$ cat src/rtl/dbus_arbiter.sv
// Two-master arbiter for the single-port data RAM: CPU dbus (m0) and loader/DMA (m1).
// Grants are combinational; read responses come back as a registered rvalid one cycle later.
module dbus_arbiter #(
  parameter int ADDR_W      = 16,
  parameter int DATA_W      = 32,
  parameter int PRIORITY_M0 = 1,
  parameter int MAX_WAIT    = 4
) (
  input  logic              clk,
  input  logic              rst_n,
  input  logic              m0_req,
  input  logic              m0_wen,
  input  logic [ADDR_W-1:0] m0_addr,
  input  logic [DATA_W-1:0] m0_wdata,
  input  logic              m1_req,
  input  logic              m1_wen,
  input  logic [ADDR_W-1:0] m1_addr,
  input  logic [DATA_W-1:0] m1_wdata,
  output logic              m0_gnt,
  output logic              m1_gnt,
  output logic              m0_rvalid,
  output logic              m1_rvalid,
  output logic [DATA_W-1:0] rdata,
  output logic [ADDR_W-1:0] ram_addr,
  output logic [DATA_W-1:0] ram_wdata,
  output logic              ram_wen,
  input  logic [DATA_W-1:0] ram_rdata
);

  typedef struct packed {
    logic              wen;
    logic [ADDR_W-1:0] addr;
    logic [DATA_W-1:0] wdata;
  } mreq_t;

  localparam logic [3:0] MAX_W = 4'(MAX_WAIT);

  mreq_t      m0_r, m1_r, sel;
  logic [1:0] gnt;
  logic [1:0] rvalid;
  logic [3:0] wait_cnt;
  logic       last;
  logic       pick_m1;

  assign m0_r = '{wen: m0_wen, addr: m0_addr, wdata: m0_wdata};
  assign m1_r = '{wen: m1_wen, addr: m1_addr, wdata: m1_wdata};

  // Contention winner: starvation guard in priority mode, alternate against last in RR.
  always_comb begin
    pick_m1 = 1'b0;
    gnt     = 2'b00;
    if (PRIORITY_M0 != 0) pick_m1 = (wait_cnt == MAX_W);
    else                  pick_m1 = (last == 1'b0);
    if (rst_n) begin
      if (m0_req && m1_req) gnt = pick_m1 ? 2'b10 : 2'b01;
      else                  gnt = {m1_req, m0_req};
    end
  end

  assign m0_gnt = gnt[0];
  assign m1_gnt = gnt[1];

  always_comb begin
    sel = '0;
    if (gnt[0])      sel = m0_r;
    else if (gnt[1]) sel = m1_r;
  end

  assign ram_addr  = sel.addr;
  assign ram_wdata = sel.wdata;
  assign ram_wen   = sel.wen;
  assign rdata     = ram_rdata;

  always_ff @(posedge clk or negedge rst_n) begin
    if (!rst_n) begin
      wait_cnt <= '0;
      last     <= 1'b1;
      rvalid   <= 2'b00;
    end else begin
      rvalid <= gnt & ~{m1_wen, m0_wen};
      if (|gnt) last <= gnt[1];
      if (PRIORITY_M0 != 0 && m1_req && !gnt[1])
        wait_cnt <= (wait_cnt == MAX_W) ? MAX_W : wait_cnt + 4'd1;
      else
        wait_cnt <= '0;
    end
  end

  assign m0_rvalid = rvalid[0];
  assign m1_rvalid = rvalid[1];

endmodule
$ cat config.mk
export PLATFORM = sky130hd
export DESIGN_NAME = dbus_arbiter
export DESIGN_NICKNAME = d
export VERILOG_FILES = /design/src/rtl/dbus_arbiter.sv
export SDC_FILE = /design/constraint.sdc
export NUM_CORES = 1
export LEC_CHECK = 0
export CORE_AREA = 2 2 86 88
export CTS_CLUSTER_DIAMETER = 40
export DETAILED_ROUTE_END_ITERATION = 8
export DIE_AREA = 0 0 88 90
export PLACE_DENSITY = 0.68
export SLEW_MARGIN = 0
export SYNTH_ARGS = -nofsm -noshare
export SYNTH_HDL_FRONTEND = slang
export SYNTH_SLANG_ARGS = --single-unit
$ cat constraint.sdc
create_clock -name clk -period 2.45 [get_ports clk]
set_clock_uncertainty 0.15 [all_clocks]
set_input_delay 0.3675 -clock clk [delete_from_list [all_inputs] [get_ports clk]]
set_output_delay 0.3675 -clock clk [all_outputs]
set_load 0.005 [all_outputs]
Word-level counts from Yosys, hierarchy flattened. Cells that the tools add are included. Widths: inputs -> output; s select.

Input port bits: 134. Register bits after elaboration: 6. Output and inout bits: 85. Logic and storage cells: 16.

Equal/unequal tests: 1. Bitwise logic cells: 2. Multiplexer cells: 7. $add $sub $neg: 1. Reductions and logical operators: 3.

Operators by type and width (count): $mux 49 (2); $mux 4 (2); $mux 2 (3); $add 4x1->4 const B (1); $eq 4x3->1 const B (1); $and 2x2->2 (1); $logic_and 1x1->1 (2); $not 2->2 (1); $logic_not 1->1 (1).

Logic depth before layout (Yosys ltp). Gate-level depths: netlist (run 1).

Word-level depth: 7. Mapped depth: 6. Mapped depth without buffers: 5.

Worst setup path after synthesis (run 1). Ideal clock, no wire load.

Path type: register to output. Start: register wait_cnt[0]. End: output ram_addr[10]. Data required time: 1.933 ns. Buffers on the path: 1. Path slack: 0.399 ns. Arrival time: 1.534 ns. Stages on the path, launching flop included: 7. Cell sequence: dfrtp_1 inv_1 ha_1 and3b_4 a211oi_4 buf_6 a22o_1.

Elaborated cells between the ends (all ways): 6. Classes of those cells: eq/ne (1); mux (5).

RTL lines: start: declaration (RTL line 41) `logic [3:0] wait_cnt;`; start signal: assignment (RTL line 83) `wait_cnt <= (wait_cnt == MAX_W) ? MAX_W : wait_cnt + 4'd1;`; $eq 4x3->1 (RTL line 52) `if (PRIORITY_M0 != 0) pick_m1 = (wait_cnt == MAX_W);`; $mux 2 (2 in series) (RTL line 55) `if (m0_req && m1_req) gnt = pick_m1 ? 2'b10 : 2'b01;`; $mux 2 (RTL line 54) `if (rst_n) begin`; via m0_gnt (RTL line 19) `output logic m0_gnt,`; $mux 49 (RTL line 65) `if (gnt[0]) sel = m0_r;`; end: declaration (RTL line 24) `output logic [ADDR_W-1:0] ram_addr,`.

The timed path passes the listed nets, and every way through them passes these cells.

Worst setup path after layout (run 1).
Start: register wait_cnt[0]. End: output ram_wdata[21].

Word-level cells in the longest chain between the ends: 6.

RTL lines: $eq 4x3->1 (*) (RTL line 52); $mux 2 (*) (2 in series) (RTL line 55); $mux 2 (*) (RTL line 54); $mux 49 (RTL line 66) `else if (gnt[1]) sel = m1_r;`; $mux 49 (*) (RTL line 65); end: declaration (RTL line 25) `output logic [DATA_W-1:0] ram_wdata,`.

Mark *: on every way between the ends. The rest lies on a longest branch, timed or not.

==> reports/results.txt, run 1 <==
Status: finished, violations left
Failing checks: negative setup slack
Least-Margin Pin Slew: 0.328 ns
Synth cell count leaders: a22o_1 (49), buf_4 (32), dfrtp_1 (6)
Synth Net Count: 257
Number of remaining DRC errors: 0
Top_reg_cell synth: dfrtp_1
GR Overflow Total: 0
Worst Setup EP: ram_wdata[21]
Synth Instances: 121
DRT iter0 DRCs: 16
Vias in the first global route: 1597
Static Leak: 0.00131 uW
Critical Path Sink Type: output port
Syn Std Cell Area: 0.00108 sq mm
Max-cap violations: 0
DP HPWL: 4030 um
EDFF count, synth: 0
Critical Path Fanout Max: 5
GPL Wtd Cong: 0.746
Unique cell type count in the Yosys netlist: 22
Layout cells sized above 1: 35.6%
Maximum clock frequency: 0.399 GHz
CP required: 1.93 ns
Reg2Reg Depth: 6
P_sw: 169 uW
Sink Count: 6
Critical path startpoint category: flop
Via count: 1600
Max stage delay on crit path: 0.38 ns
Area leader, netlist: a22o_1
Mean post-synth cell area: 8.91 sq um
Max Slew Vio Count: 0
Clock power share: 21.8%
DP Cell Count: 344
CTS Buf Count: 3
Seq cells post-synth: 6
Ports: 219
Placed cell area: 0.00257 sq mm
First-pass GRT wire length: 7910 um
Via-to-Cell Ratio: 4.28
Final Hold Viols: 0
Core ar.: 0.00702 sq mm
Sw Share: 25.3%
CP max-delay cell: dfrtp_1
Number of warnings issued by yosys: 0
All-Layer GR Usage: 12.6%
DRT Wirelength: 5790 um
# rows: 31
Sequential share of power: 16.0%
Worst Hold Class: in2async
Final Cell Area: 0.00278 sq mm
Cell mode on critical path: buf_6
Final setup margin: -0.0547 ns
Crit-path cells: inv_2 > ha_4 > nand3b_1 > a211oi_4 > buf_6 > buf_6 > buf_12 > buf_6 > a22o_1 > buf_2
Die width: 88 um
TritonCTS clock tree: built
Tcrit/Tclk final: 102%
Highest ir drop seen on vdd: 249 uV
RR Endpoint: wait_cnt[2]
1st-pass router iterations: 4
Setup TNS: -0.412 ns
# H-tree levels: 1
R2R Setup Slk: 0.82 ns
Area grow syn2layout: 158%
Cell Int Power: 498 uW
Largest net degree at the start of global routing: 15
ANT nets after route: 0
WS Path Type: reg2out
Tot Pwr: 667 uW
Die area: 0.00792 sq mm
Comb power frac: 62.2%
Worst slew margin: 77.9%
Pre-CTS setup slack: -0.271 ns
Cell with the most instances after synthesis: a22o_1
Nets@finish: 413
Synth area leaders: a22o_1 (40%), buf_4 (22%), dfrtp_1 (14%)
Initial core utilization: 15.4%
Ys async rst share: 100%
Top-area cell type share of the netlist area: 39.8%
Final Non-Filler Cells: 374
R2r startpoint: wait_cnt[1]
Data arrival, critical path: 1.99 ns
Clk_lat worst skew: 0.22 ns
Final setup violation count: 13
Wire per inst: 15.5 um
Clock tree buffer depth: 2
Die Ht: 90 um
CTS root buffer: clkbuf_8
Worst-path clk slew: 0.04 ns
Initial antenna violation count: 0
Diode count: 0
Minimum clock period: 2.50 ns
# port buffers: 154
Power per cell area: 240 mW/mm^2
Cts hold-fix bufs: 0
RSZ-0062 raised after global routing: yes
Register area share after synthesis: 13.9%
Crit. Startpoint: wait_cnt[0]
## timing repair
item / in CTS / in global routing
gates cloned: 6 / 2
endpoints found under the setup margin: 51 / 49
pin swaps: 12 / 38
buffers inserted: 18 / 4
gates resized for setup: 183 / 33
## critical path, delay by kind of cell (launching register included)
| kind | cells | cell delay, ns |
|---|---|---|
| AOI/OAI and AO/OA | 2 | 0.47 |
| DFF | 1 | 0.38 |
| and+or+nand+nor | 1 | 0.16 |
| buffers and inverters | 6 | 0.62 |
| adders and majority gates | 1 | 0.14 |
## cell families (layout without fill, tap and decap cells)
family | Yosys count | count (layout) | synth area share [%]
AOI/OAI and AO/OA | 54 | 54 | 44.8
buffers and inverters | 47 | 201 | 31.6
DFF | 6 | 6 | 13.9
and+or+nand+nor | 11 | 11 | 6.50
muxes | 1 | 1 | 0.928
adders and majority gates | 2 | 2 | 2.32
## per-stage QoR
| step | util (%) | hold WS (ns) |
|---|---|---|
| finish | 39.6 | 0.304 |
| global route | 39.6 | 0.318 |
| CTS | 39.9 | 0.299 |
| detailed placement | 36.6 | 0.394 |
| global placement | 36.6 | 0.388 |
| floorplan | - | -0.0781 |
## registers in the layout, indices dropped and copies added, names as in the netlist
register and flops:
rvalid 2, wait_cnt 4
## worst min path at each step
stage / start / to
after floorplan: rst_n / rvalid[0]
after global placement: wait_cnt[0] / wait_cnt[0]
after detailed placement: wait_cnt[0] / wait_cnt[0]
after CTS: rst_n / rvalid[1]
after global routing: rst_n / rvalid[1]
final: rst_n / rvalid[1]
## placed cells by master (no fill, tap or decap), drive strengths merged, types with 2 or more instances in the layout
master,instances
buf,81
ha,2
clkdlybuf4s50,102
inv,5
clkbuf,11
a22o,49
a211oi,2
nor3,2
dlygate4sd2,2
dfrtp,6
nand3,2
## power by group through the flow
stage	Sequential, uW	Combinational [uW]	Clock, uW
CTS	107	418	152
global placement	107	392	0
detailed placement	107	394	0
floorplan	108	142	0
global route	107	444	158
finish	107	415	145
## cell type report
type / instances / area (sq um)
clock buffer: 3 / 41.3
fill: 719 / 4240
inverter: 5 / 18.8
multi-input combinational: 68 / 608
sequential: 6 / 150
tap: 99 / 124
timing repair buffer: 193 / 1840
## layer usage
layer  share of wire (%)  up-vias  global-route usage [%]
met2                  53      104                    25.4
met3                  12        6                    3.12
met1                  34      742                    12.5
met5                   0        -                       0
li1                    -      748                       -
met4                0.33        0                    2.31
Power figures use the tool's default switching activity.
==> inputs of run 2 (changes only) <==
==> constraint.sdc (replaced) <==
create_clock -name clk -period 2.45 [get_ports clk]
set_clock_uncertainty 0.15 [all_clocks]
set_input_delay 0.49 -clock clk [delete_from_list [all_inputs] [get_ports clk]]
set_output_delay 0.49 -clock clk [all_outputs]
set_load 0.005 [all_outputs]
==> reports/results.txt, run 2 (synthesized netlist as in run 1, its figures left out) <==
Number of remaining DRC errors: 0
Initial core utilization: 15.4%
Max stage delay on crit path: 0.39 ns
DP HPWL: 4080 um
Initial antenna violation count: 0
Worst slew margin: 78.8%
CTS Buf Count: 3
Met2 Use GR: 27.1%
Via count: 1622
R2r startpoint: wait_cnt[1]
All-Layer GR Usage: 13.7%
Pre-CTS setup slack: -0.511 ns
# port buffers: 154
GR Overflow Total: 0
Met3 Usage GRT: 3.49%
Critical Path Sink Type: output port
# rows: 31
Crit. Startpoint: wait_cnt[1]
Die width: 88 um
Vias in the first global route: 1686
Commonest non-fill, non-tap cell in the layout: clkdlybuf4s50_1
WS Path Type: reg2out
Via-to-Cell Ratio: 4.27
Highest ir drop seen on vdd: 308 uV
Worst Hold Class: in2async
Final setup margin: -0.156 ns
Maximum clock frequency: 0.384 GHz
Max Slew Vio Count: 0
Hold_ws: 0.170 ns
Power per cell area: 243 mW/mm^2
Die Ht: 90 um
Crit-path cells: inv_2 > ha_4 > nand3b_1 > a211oi_4 > buf_6 > buf_12 > buf_6 > a22o_1 > buf_2
Minimum clock period: 2.61 ns
Layout cells sized above 1: 37.7%
Core ar.: 0.00702 sq mm
Max-cap violations: 0
Die area: 0.00792 sq mm
Ports: 219
Status: finished, violations left
Worst-path clk slew: 0.04 ns
1st-pass router iterations: 4
DRT Wirelength: 6060 um
Tcrit/Tclk final: 106%
DRT iter0 DRCs: 31
Sink Count: 6
Data arrival, critical path: 1.97 ns
Critical Path Fanout Max: 5
Least-Margin Pin Slew: 0.315 ns
Final setup violation count: 50
CTS root buffer: clkbuf_8
Largest register FFs: 4
Static Leak: 0.00134 uW
GPL Wtd Cong: 0.744
Largest Register: wait_cnt
Clock tree buffer depth: 2
First-pass GRT wire length: 8570 um
Critical path buffers and inverters: 5
Nets@finish: 419
Most frequent cells in the layout: clkdlybuf4s50_1 (100), a22o_1 (49), buf_2 (49), buf_4 (19), buf_6 (16)
TritonCTS clock tree: built
Clk_lat worst skew: 0.23 ns
# H-tree levels: 1
Regs by FF count: wait_cnt: 4 flops, rvalid: 2 flops
Area grow syn2layout: 160%
Largest net degree at the start of global routing: 15
Global routing usage on met1: 13.7%
Fillers: 717
Busiest layer in global routing: met2
Cell mode on critical path: buf_6
CP max-delay cell: dfrtp_1
Final Hold Viols: 0
RSZ-0062 raised after global routing: yes
Diode count: 0
Wire per inst: 15.9 um
CP top delay family: buffers and inverters
ANT nets after route: 0
CP required: 1.81 ns
Critical path startpoint category: flop
Failing checks: negative setup slack
-- run 2: path summary, 6_finish.rpt --
kind                                 to  cells past startpoint  slack, ns
setup / recovery           ram_wdata[6]                      9      -0.16
hold / removal                rvalid[1]                      2       0.17
setup reg to reg            wait_cnt[2]                      8       0.58
hold reg to reg             wait_cnt[0]                      2       0.41
max in group asynchronous   wait_cnt[0]                      2       1.86
min in group clk            wait_cnt[0]                      2       0.41
-- run 2: power breakdown --
group	switching, uW	total [uW]	internal (uW)
registers	2.67	106	104
logic	129	422	293
clock network	45.4	151	106
-- run 2: per-layer routing --
metal / vias to the layer above / wire length [um]
met4: 0 / 53
li1: 760 / -
met1: 740 / 2080
met3: 10 / 718
met5: - / 0
met2: 112 / 3200
-- run 2: timing repair --
| item | 4_1_cts | 5_1_grt |
|---|---|---|
| gates resized for setup | 227 | 11 |
| pin swaps | 42 | 15 |
| endpoints found under the setup margin | 51 | 50 |
| gates cloned | 6 | 2 |
| setup buffers | 27 | 3 |
| hold buffers | 0 | 0 |
-- run 2: per-stage QoR --
stage	total power (uW)	util [%]	cell area, sq um	setup TNS (ns)	std cells
after floorplan	250	-	1080	0	121
after global placement	499	36.7	2580	-22.44	345
final	680	39.9	2800	-3.56	380
after CTS	689	40.5	2840	-3.06	381
after detailed placement	502	36.7	2580	-23.60	345
after global routing	721	39.9	2800	-7.98	380
-- run 2: area by class of cell --
class	instances	area (sq um)	area share (%)
multi-input cells	68	608	21.7
inverters	5	18.8	0.670
flip-flops and latches	6	150	5.36
repair buffers	199	1860	66.4
clock buffers	3	41.3	1.47
well taps	99	124	4.42
